===== src/rtl/entry_sequencer_if.sv =====
// Bundle of signals between the entry sequencer, the board inputs and the datapath.
// The master side is the sequencer. The slave side is whatever drives enter/op_done and consumes the strobes.
interface entry_sequencer_if #(
  parameter int BYTES = 4,
  parameter int PAGES = 4
);
  localparam int SEL_W  = $clog2(2 * BYTES);
  localparam int PAGE_W = $clog2(PAGES);

  logic              enter;
  logic              op_done;
  logic              byte_we;
  logic [SEL_W-1:0]  byte_sel;
  logic              op_start;
  logic              operand_ready;
  logic [PAGE_W-1:0] disp_page;
  logic [2:0]        state;

  modport master (
    input  enter, op_done,
    output byte_we, byte_sel, op_start, operand_ready, disp_page, state
  );

  modport slave (
    output enter, op_done,
    input  byte_we, byte_sel, op_start, operand_ready, disp_page, state
  );
endinterface


===== src/rtl/entry_sequencer.sv =====
// Sequences byte entry of two operands from a debounced enter button, starts the arithmetic unit,
// then pages the result display. All outputs are registered.
module entry_sequencer #(
  parameter int BYTES = 4,
  parameter int PAGES = 4
) (
  input  logic               clk,
  input  logic               nreset,
  entry_sequencer_if.master  bus
);
  localparam int SEL_W  = $clog2(2 * BYTES);
  localparam int PAGE_W = $clog2(PAGES);

  localparam logic [2:0] LOAD_A = 3'd0;
  localparam logic [2:0] LOAD_B = 3'd1;
  localparam logic [2:0] START  = 3'd2;
  localparam logic [2:0] WAIT   = 3'd3;
  localparam logic [2:0] SHOW   = 3'd4;

  localparam logic [SEL_W-1:0]  LAST_A    = SEL_W'(BYTES - 1);
  localparam logic [SEL_W-1:0]  LAST_SEL  = SEL_W'(2 * BYTES - 1);
  localparam logic [PAGE_W-1:0] LAST_PAGE = PAGE_W'(PAGES - 1);

  logic sync1_q, sync2_q, prev_q;
  logic enter_pulse;

  logic [2:0]        state_q, state_d;
  logic              byte_we_q, byte_we_d;
  logic [SEL_W-1:0]  byte_sel_q, byte_sel_d;
  logic              op_start_q, op_start_d;
  logic              operand_ready_q, operand_ready_d;
  logic [PAGE_W-1:0] disp_page_q, disp_page_d;

  always_ff @(posedge clk or negedge nreset) begin
    if (!nreset) begin
      sync1_q <= 1'b0;
      sync2_q <= 1'b0;
      prev_q  <= 1'b0;
    end else begin
      sync1_q <= bus.enter;
      sync2_q <= sync1_q;
      prev_q  <= sync2_q;
    end
  end

  assign enter_pulse = sync2_q & ~prev_q;

  // A strobe cycle always follows a pulse, so the index advances on the cycle after byte_we.
  always_comb begin
    state_d     = state_q;
    byte_we_d   = 1'b0;
    byte_sel_d  = byte_sel_q;
    disp_page_d = disp_page_q;
    case (state_q)
      LOAD_A, LOAD_B: begin
        if (byte_we_q) begin
          if (byte_sel_q == LAST_SEL) begin
            state_d = START;
          end else begin
            byte_sel_d = byte_sel_q + SEL_W'(1);
            if (byte_sel_q == LAST_A) state_d = LOAD_B;
          end
        end else if (enter_pulse) begin
          byte_we_d = 1'b1;
        end
      end
      START: state_d = WAIT;
      WAIT: begin
        if (bus.op_done) begin
          state_d     = SHOW;
          disp_page_d = '0;
        end
      end
      SHOW: begin
        if (enter_pulse) begin
          if (disp_page_q == LAST_PAGE) begin
            state_d     = LOAD_A;
            byte_sel_d  = '0;
            disp_page_d = '0;
          end else begin
            disp_page_d = disp_page_q + PAGE_W'(1);
          end
        end
      end
      default: state_d = LOAD_A;
    endcase
    op_start_d      = (state_d == START) && (state_q != START);
    operand_ready_d = (state_d == START) || (state_d == WAIT) || (state_d == SHOW);
  end

  always_ff @(posedge clk or negedge nreset) begin
    if (!nreset) begin
      state_q         <= LOAD_A;
      byte_we_q       <= 1'b0;
      byte_sel_q      <= '0;
      op_start_q      <= 1'b0;
      operand_ready_q <= 1'b0;
      disp_page_q     <= '0;
    end else begin
      state_q         <= state_d;
      byte_we_q       <= byte_we_d;
      byte_sel_q      <= byte_sel_d;
      op_start_q      <= op_start_d;
      operand_ready_q <= operand_ready_d;
      disp_page_q     <= disp_page_d;
    end
  end

  assign bus.state         = state_q;
  assign bus.byte_we       = byte_we_q;
  assign bus.byte_sel      = byte_sel_q;
  assign bus.op_start      = op_start_q;
  assign bus.operand_ready = operand_ready_q;
  assign bus.disp_page     = disp_page_q;
endmodule


===== src/flat_wrapper.sv =====
// flat-port wrapper written by rule: the top's interface ports become plain ports
module entry_sequencer_flat 
#(
  parameter int BYTES = 4,
  parameter int PAGES = 4
)
  (clk, nreset, bus_enter, bus_op_done, bus_byte_we, bus_byte_sel, bus_op_start, bus_operand_ready, bus_disp_page, bus_state);
  entry_sequencer_if #(.BYTES(BYTES), .PAGES(PAGES)) bus_i ();
  input  logic clk;
  input  logic nreset;
  input wire logic [$bits(bus_i.enter)-1:0] bus_enter;
  input wire logic [$bits(bus_i.op_done)-1:0] bus_op_done;
  output wire logic [$bits(bus_i.byte_we)-1:0] bus_byte_we;
  output wire logic [$bits(bus_i.byte_sel)-1:0] bus_byte_sel;
  output wire logic [$bits(bus_i.op_start)-1:0] bus_op_start;
  output wire logic [$bits(bus_i.operand_ready)-1:0] bus_operand_ready;
  output wire logic [$bits(bus_i.disp_page)-1:0] bus_disp_page;
  output wire logic [$bits(bus_i.state)-1:0] bus_state;
  assign bus_i.enter = bus_enter;
  assign bus_i.op_done = bus_op_done;
  assign bus_byte_we = bus_i.byte_we;
  assign bus_byte_sel = bus_i.byte_sel;
  assign bus_op_start = bus_i.op_start;
  assign bus_operand_ready = bus_i.operand_ready;
  assign bus_disp_page = bus_i.disp_page;
  assign bus_state = bus_i.state;
  entry_sequencer #(.BYTES(BYTES), .PAGES(PAGES)) u_core (.clk(clk), .nreset(nreset), .bus(bus_i));
endmodule

===== config.mk =====
export PLATFORM = sky130hd
export DESIGN_NAME = entry_sequencer_flat
export DESIGN_NICKNAME = d
export VERILOG_FILES = /design/src/rtl/entry_sequencer_if.sv /design/src/rtl/entry_sequencer.sv /design/src/flat_wrapper.sv
export SDC_FILE = /design/constraint.sdc
export NUM_CORES = 1
export LEC_CHECK = 0
export BUFFER_PORTS_ARGS = -buffer_cell sky130_fd_sc_hd__buf_2
export CORE_AREA = 2 2 39 41
export DETAILED_ROUTE_END_ITERATION = 10
export DIE_AREA = 0 0 41 43
export HOLD_SLACK_MARGIN = 0.12
export PLACE_DENSITY = 0.74
export SLEW_MARGIN = 0
export SYNTH_ARGS = -nofsm -noshare
export SYNTH_HDL_FRONTEND = slang
export SYNTH_SLANG_ARGS = --single-unit
export TNS_END_PERCENT = 10

===== constraint.sdc =====
create_clock -name clk -period 3.4 [get_ports clk]
set_input_delay 0.17 -clock clk [delete_from_list [all_inputs] [get_ports clk]]
set_output_delay 0.17 -clock clk [all_outputs]
set_load 0.005 [all_outputs]

## After elaboration in Yosys (flattened, before gate mapping)

Index checks and enable logic that the tools add are counted.

| storage, ports and cells | value |
|---|---|
| bits in latches | 0 |
| memories kept | 0 |
| RAM bits | 0 |
| bits of input ports | 4 |
| word-level logic and storage cells | 57 |
| flip-flop bits (word level) | 14 |
| ROM bits | 0 |
| output and inout bits | 11 |

| cells by class | value |
|---|---|
| multiplexer cells | 19 |
| add/subtract/negate cells | 2 |
| eq/ne operators | 16 |
| multiply operators | 0 |
| order comparisons | 0 |
| shift operators | 0 |
| reduce and logical (&&, ||, !) cells | 9 |
| bitwise logic cells | 2 |
| div/mod/pow operators | 0 |

Operators with widths:

| kind | number |
|---|---|
| 3-bit two-way mux | 10 |
| 3-bit by 2-bit == test with 1-bit output, second input constant | 5 |
| 3-bit one-hot mux with 4 select lines | 1 |
| 3-bit == test, second input constant | 3 |
| 2-bit two-way mux | 3 |
| 2-bit by 1-bit != test with 1-bit output, second input constant | 3 |
| 3-bit one-hot mux with 2 select lines | 1 |
| 5-bit AND reduction | 1 |
| 2-bit != test, second input constant | 2 |
| 2-bit one-hot mux with 2 select lines | 1 |
| 2-bit nonzero test | 2 |
| 3-bit by 1-bit adder with 3-bit output, second input constant | 1 |
| 3-bit by 1-bit == test with 1-bit output, second input constant | 1 |
| 3-bit logical NOT | 1 |
| 1-bit two-way mux | 3 |
| 3-bit by 2-bit != test with 1-bit output, second input constant | 1 |
| 3-bit AND reduction | 1 |
| 2-bit by 1-bit adder with 2-bit output, second input constant | 1 |
| 2-bit == test, second input constant | 1 |
| 1-bit logical OR | 2 |
| 2-bit OR reduction | 1 |
| 1-bit bitwise AND | 1 |
| 1-bit logical AND | 1 |
| 1-bit NOT | 1 |

## Longest topological paths before layout

| logic depth | value |
|---|---|
| word-level depth | 8 |
| gate-level depth with buffers | 6 |
| depth with buffers taken out | 5 |

## Worst setup path after synthesis

Ideal clock, no wire load.

| timing | value |
|---|---|
| kind | register -> register |
| from | reg u_core.byte_sel_q[0] (netlist: u_core.bus.byte_sel[0]) |
| to | reg u_core.byte_sel_q[0] (netlist: u_core.bus.byte_sel[0]) |
| setup time | 0.074 ns |
| stages on the path, launching flop included | 7 |
| setup slack | 1.657 ns |
| arrival | 1.669 ns |
| clock period less this slack | 1.743 ns |
| path buffers | 1 |
| required time | 3.326 ns |
| cell sequence | dfrtp_1 > ha_1 > ha_1 > or4b_1 > buf_2 > or2_0 > o21ai_2 |

| on the way | value |
|---|---|
| word-level cells in the longest chain between the ends | 4 |
| elaborated cells on any way between the ends | 7 |
| classes of those cells | add/sub: 1; eq/ne: 2; mux: 3; reduce/logical: 1 |

RTL lines:

| element | line | text |
|---|---|---|
| start, declared | entry_sequencer.sv:29 | `logic [SEL_W-1:0] byte_sel_q, byte_sel_d;` |
| start signal, assigned | entry_sequencer.sv:102 | `byte_sel_q <= byte_sel_d;` |
| 3-bit by 1-bit adder with 3-bit output | entry_sequencer.sv:60 | `byte_sel_d = byte_sel_q + SEL_W'(1);` |
| 3-bit two-way mux | entry_sequencer.sv:57 | `if (byte_sel_q == LAST_SEL) begin` |
| 3-bit two-way mux | entry_sequencer.sv:56 | `if (byte_we_q) begin` |
| 3-bit one-hot mux with 2 select lines | entry_sequencer.sv:54 | `case (state_q)` |

Several ways; a longest one is shown, not always the timed one. The select of a mux whose other input is x is not followed.
A chain may end at the register's enable or synchronous reset.

## Final worst setup path

Same ends and word-level chain as after synthesis.

==> impl_metrics.csv <==
group,metric,value,unit
run_status,run_status,"complete, no violations",
setup_path,cp.arrival,2.01,ns
setup_path,cp_slowest_cell,"or4b_1",
route,wire_per_inst,11.17,um
pwr,vdd_drop_max,0.2918,mV
route,vias,449,
timing,slew_violations,0,
logic_synthesis,synth_warnings,0,
setup_path,crit_path_start_kind,"flop",
setup_path,cp-startpoint,"u_core.bus.byte_sel[0]$_DFFE_PN0P_",
timing,finalClockSkew,0.007568,ns
floorplanning,dieArea,1763,sq um
logic_synthesis,synth_edf_count,0,
global_route,grt.total_usage,13.89,%
logic_synthesis,synth_area_leaders,"dfrtp_1, ha_1, nand2_1, mux2i_1, nand3b_1",
logic_synthesis,syn-cell-area,623.1,sq um
route,routedLengthMet1,454,um
hold_path,hold_start,"bus_op_done",
logic_synthesis,synthesis.nets,62,
floorplanning,io_pins,15,
logic_synthesis,synth.top_cell.area_share,56.22,%
logic_synthesis,ys_types,25,
floorplanning,initial_utilization,45.03,%
floorplanning,rows,14,
setup_path,slowest_delay,0.57,ns
timing,finalSetupTns,0,ns
setup_path,cp_data_required_time,3.61,ns
global_route,grt_pass1_wl,1.662,mm
clock_network,cts_tree,"done",
route,via_per_inst,5.161,
setup_path,path_max_fanout,6,
pwr,power_leakage,0.3910,nW
global_route,grt_overflow,0,
logic_synthesis,ys.flop_type,"dfrtp_1",
route,drtIter0Drc,3,
run,drv_cap,0,
layout,final_cell_mix,"buf_2, dfrtp_1, nand2_1",
layout,syn2layout_area_growth,18.67,%
hold_path,hp-class,"in2reg",
route,met2WireLength,473,um
logic_synthesis,ys_seq_area_share,56.22,%
logic_synthesis,syn_avg_cell_area,11.54,sq um
timing,slew_headroom,53.63,%
clock_network,clock_path_buffers,2,
timing,grt_setup_unrepaired,"no",
pwr,powerDensity,732.9,nW/um^2
setup_path,crit_type,"reg2reg",
logic_synthesis,async_flop_share,100.0,%
route,dr_wl_met3,37,um
clock_network,clock_sinks,14,
timing,post-route-period-util,52.95,%
setup_path,rr_startpoint,"u_core.bus.byte_sel[0]$_DFFE_PN0P_",
route,top_layer,"met4",
timing,fmax,0.5555,GHz
logic_synthesis,yosys.area.top_type,"dfrtp_1",
clock_network,cts-root-buf,"clkbuf_4",
route,ant_nets,0,
placed_design,dp_hpwl,706.5,um
setup_path,crit_chain,"ha_1 -> ha_1 -> or4b_1 -> or2_0 -> o21ai_2",
route,drc,0,
placed_design,place_congestion,0.7272,
placed_design,dpl_cell_area,696.9,sq um
layout,nets,81,
clock_network,clock_latency,0.27,ns
global_route,grt_max_degree,15,
floorplanning,die_h,43,um
timing,setup_viol,0,
layout,layout-drive-gt1-share,26.76,%
clock_network,postCtsResizedCells,0,
logic_synthesis,synth-seq-cells,14,
global_route,grt_pass1_vias,409,
route,dr.pass1.iters,3,
layout,stdcell_area,739.5,sq um
timing,hold_violations,0,
clock_network,numCtsBuffers,3,
clock_network,clkTransAtPathRegs,0.08,ns
setup_path,worstSetupEndpointType,"flop",
clock_network,h-tree-depth,1,
layout,final_util,53.44,%
setup_path,cp_common_cell,"ha_1",
floorplanning,die_width,41,um
timing,min_period,1.800,ns
logic_synthesis,synthCells,54,
route,finalWirelength,972,um
floorplanning,core,1384,sq um
global_route,grt_antenna_before_repair,0,
timing,tightest_slew,0.6859,ns
layout,diodes,0,
placed_design,portBuffers,14,
## stage by stage
stage / total power [W] / worst slack (ns) / cells / hold slack, ns
2_1_floorplan: 0.0003927 / 1.657 / 54 / -0.1256
3_3_place_gp: 0.0004508 / 1.649 / 82 / 0.08030
3_5_place_dp: 0.0004585 / 1.618 / 82 / 0.07986
4_1_cts: 0.0005537 / 1.593 / 87 / 0.2155
5_1_grt: 0.0006010 / 1.476 / 87 / 0.2153
6_report: 0.0005420 / 1.600 / 87 / 0.2231
## sequential cells by signal, summed over array words and instances, names as in the netlist
name,count
u_core.bus.op_start,1
u_core.bus.disp_page,2
u_core.bus.operand_ready,1
u_core.bus.byte_sel,3
u_core.prev_q,1
u_core.sync2_q,1
u_core.sync1_q,1
u_core.bus.state,3
u_core.bus.byte_we,1
## worst paths after layout
check,endpoint,slack (ns),depth (start not counted)
max,u_core.bus.byte_sel[0]$_DFFE_PN0P_,1.60,5
min,u_core.bus.state[2]$_DFF_PN0_,0.22,3
max reg2reg,u_core.bus.byte_sel[0]$_DFFE_PN0P_,1.60,5
min reg2reg,u_core.sync2_q$_DFF_PN0_,0.37,0
max in group asynchronous,u_core.prev_q$_DFF_PN0_,2.86,2
min in group asynchronous,u_core.bus.byte_sel[2]$_DFFE_PN0P_,0.31,2
## power by group
group          switching, W  leakage, nW  internal [W]
clock             0.0000496       0.0138     0.0000410
combinational     0.0000845        0.202     0.0000967
sequential        0.0000537        0.175      0.000216
## area by class of cell
cell class | count | area [sq um]
Fill cell | 122 | 644.4
Sequential cell | 14 | 350.3
Multi-Input combinational cell | 35 | 245.2
Timing Repair Buffer | 16 | 90.09
Clock buffer | 3 | 22.52
Tap cell | 16 | 20.02
Inverter | 3 | 11.26
## cells in the mapped netlist (2+ instances only)
library cell / number
inv_1: 3
ha_1: 4
a31oi_1: 2
nand2_1: 7
nor2b_1: 2
o22ai_1: 2
nand3b_1: 2
mux2i_1: 2
dfrtp_1: 14
## worst max-delay path: cells and delay by family (launching register included)
family,cells,cell delay [ns]
AOI/OAI and AO/OA,1,0.06
adders and majority gates,2,0.45
DFF,1,0.41
and+or+nand+nor,2,0.83
## layer usage
metal,vias up,global-route usage (%)
li1,227,-
met4,0,8.000
met2,8,19.06
met3,2,3.141
met1,212,19.39
met5,-,0
## cell families (layout without fill, tap and decap cells)
logic type | Yosys count | in the layout | share of synthesized area [%]
AOI/OAI and AO/OA | 8 | 8 | 8.231
adders and majority gates | 4 | 4 | 8.032
buffers and inverters | 5 | 22 | 4.417
DFF | 14 | 14 | 56.23
muxes | 2 | 2 | 3.213
and+or+nand+nor | 21 | 21 | 19.88
## what timing repair did
action,CTS,global route
hold endpoints to repair,15,0
buffers inserted,0,0
hold buffers,2,0
No activity file was read; power rests on OpenSTA's default activity.
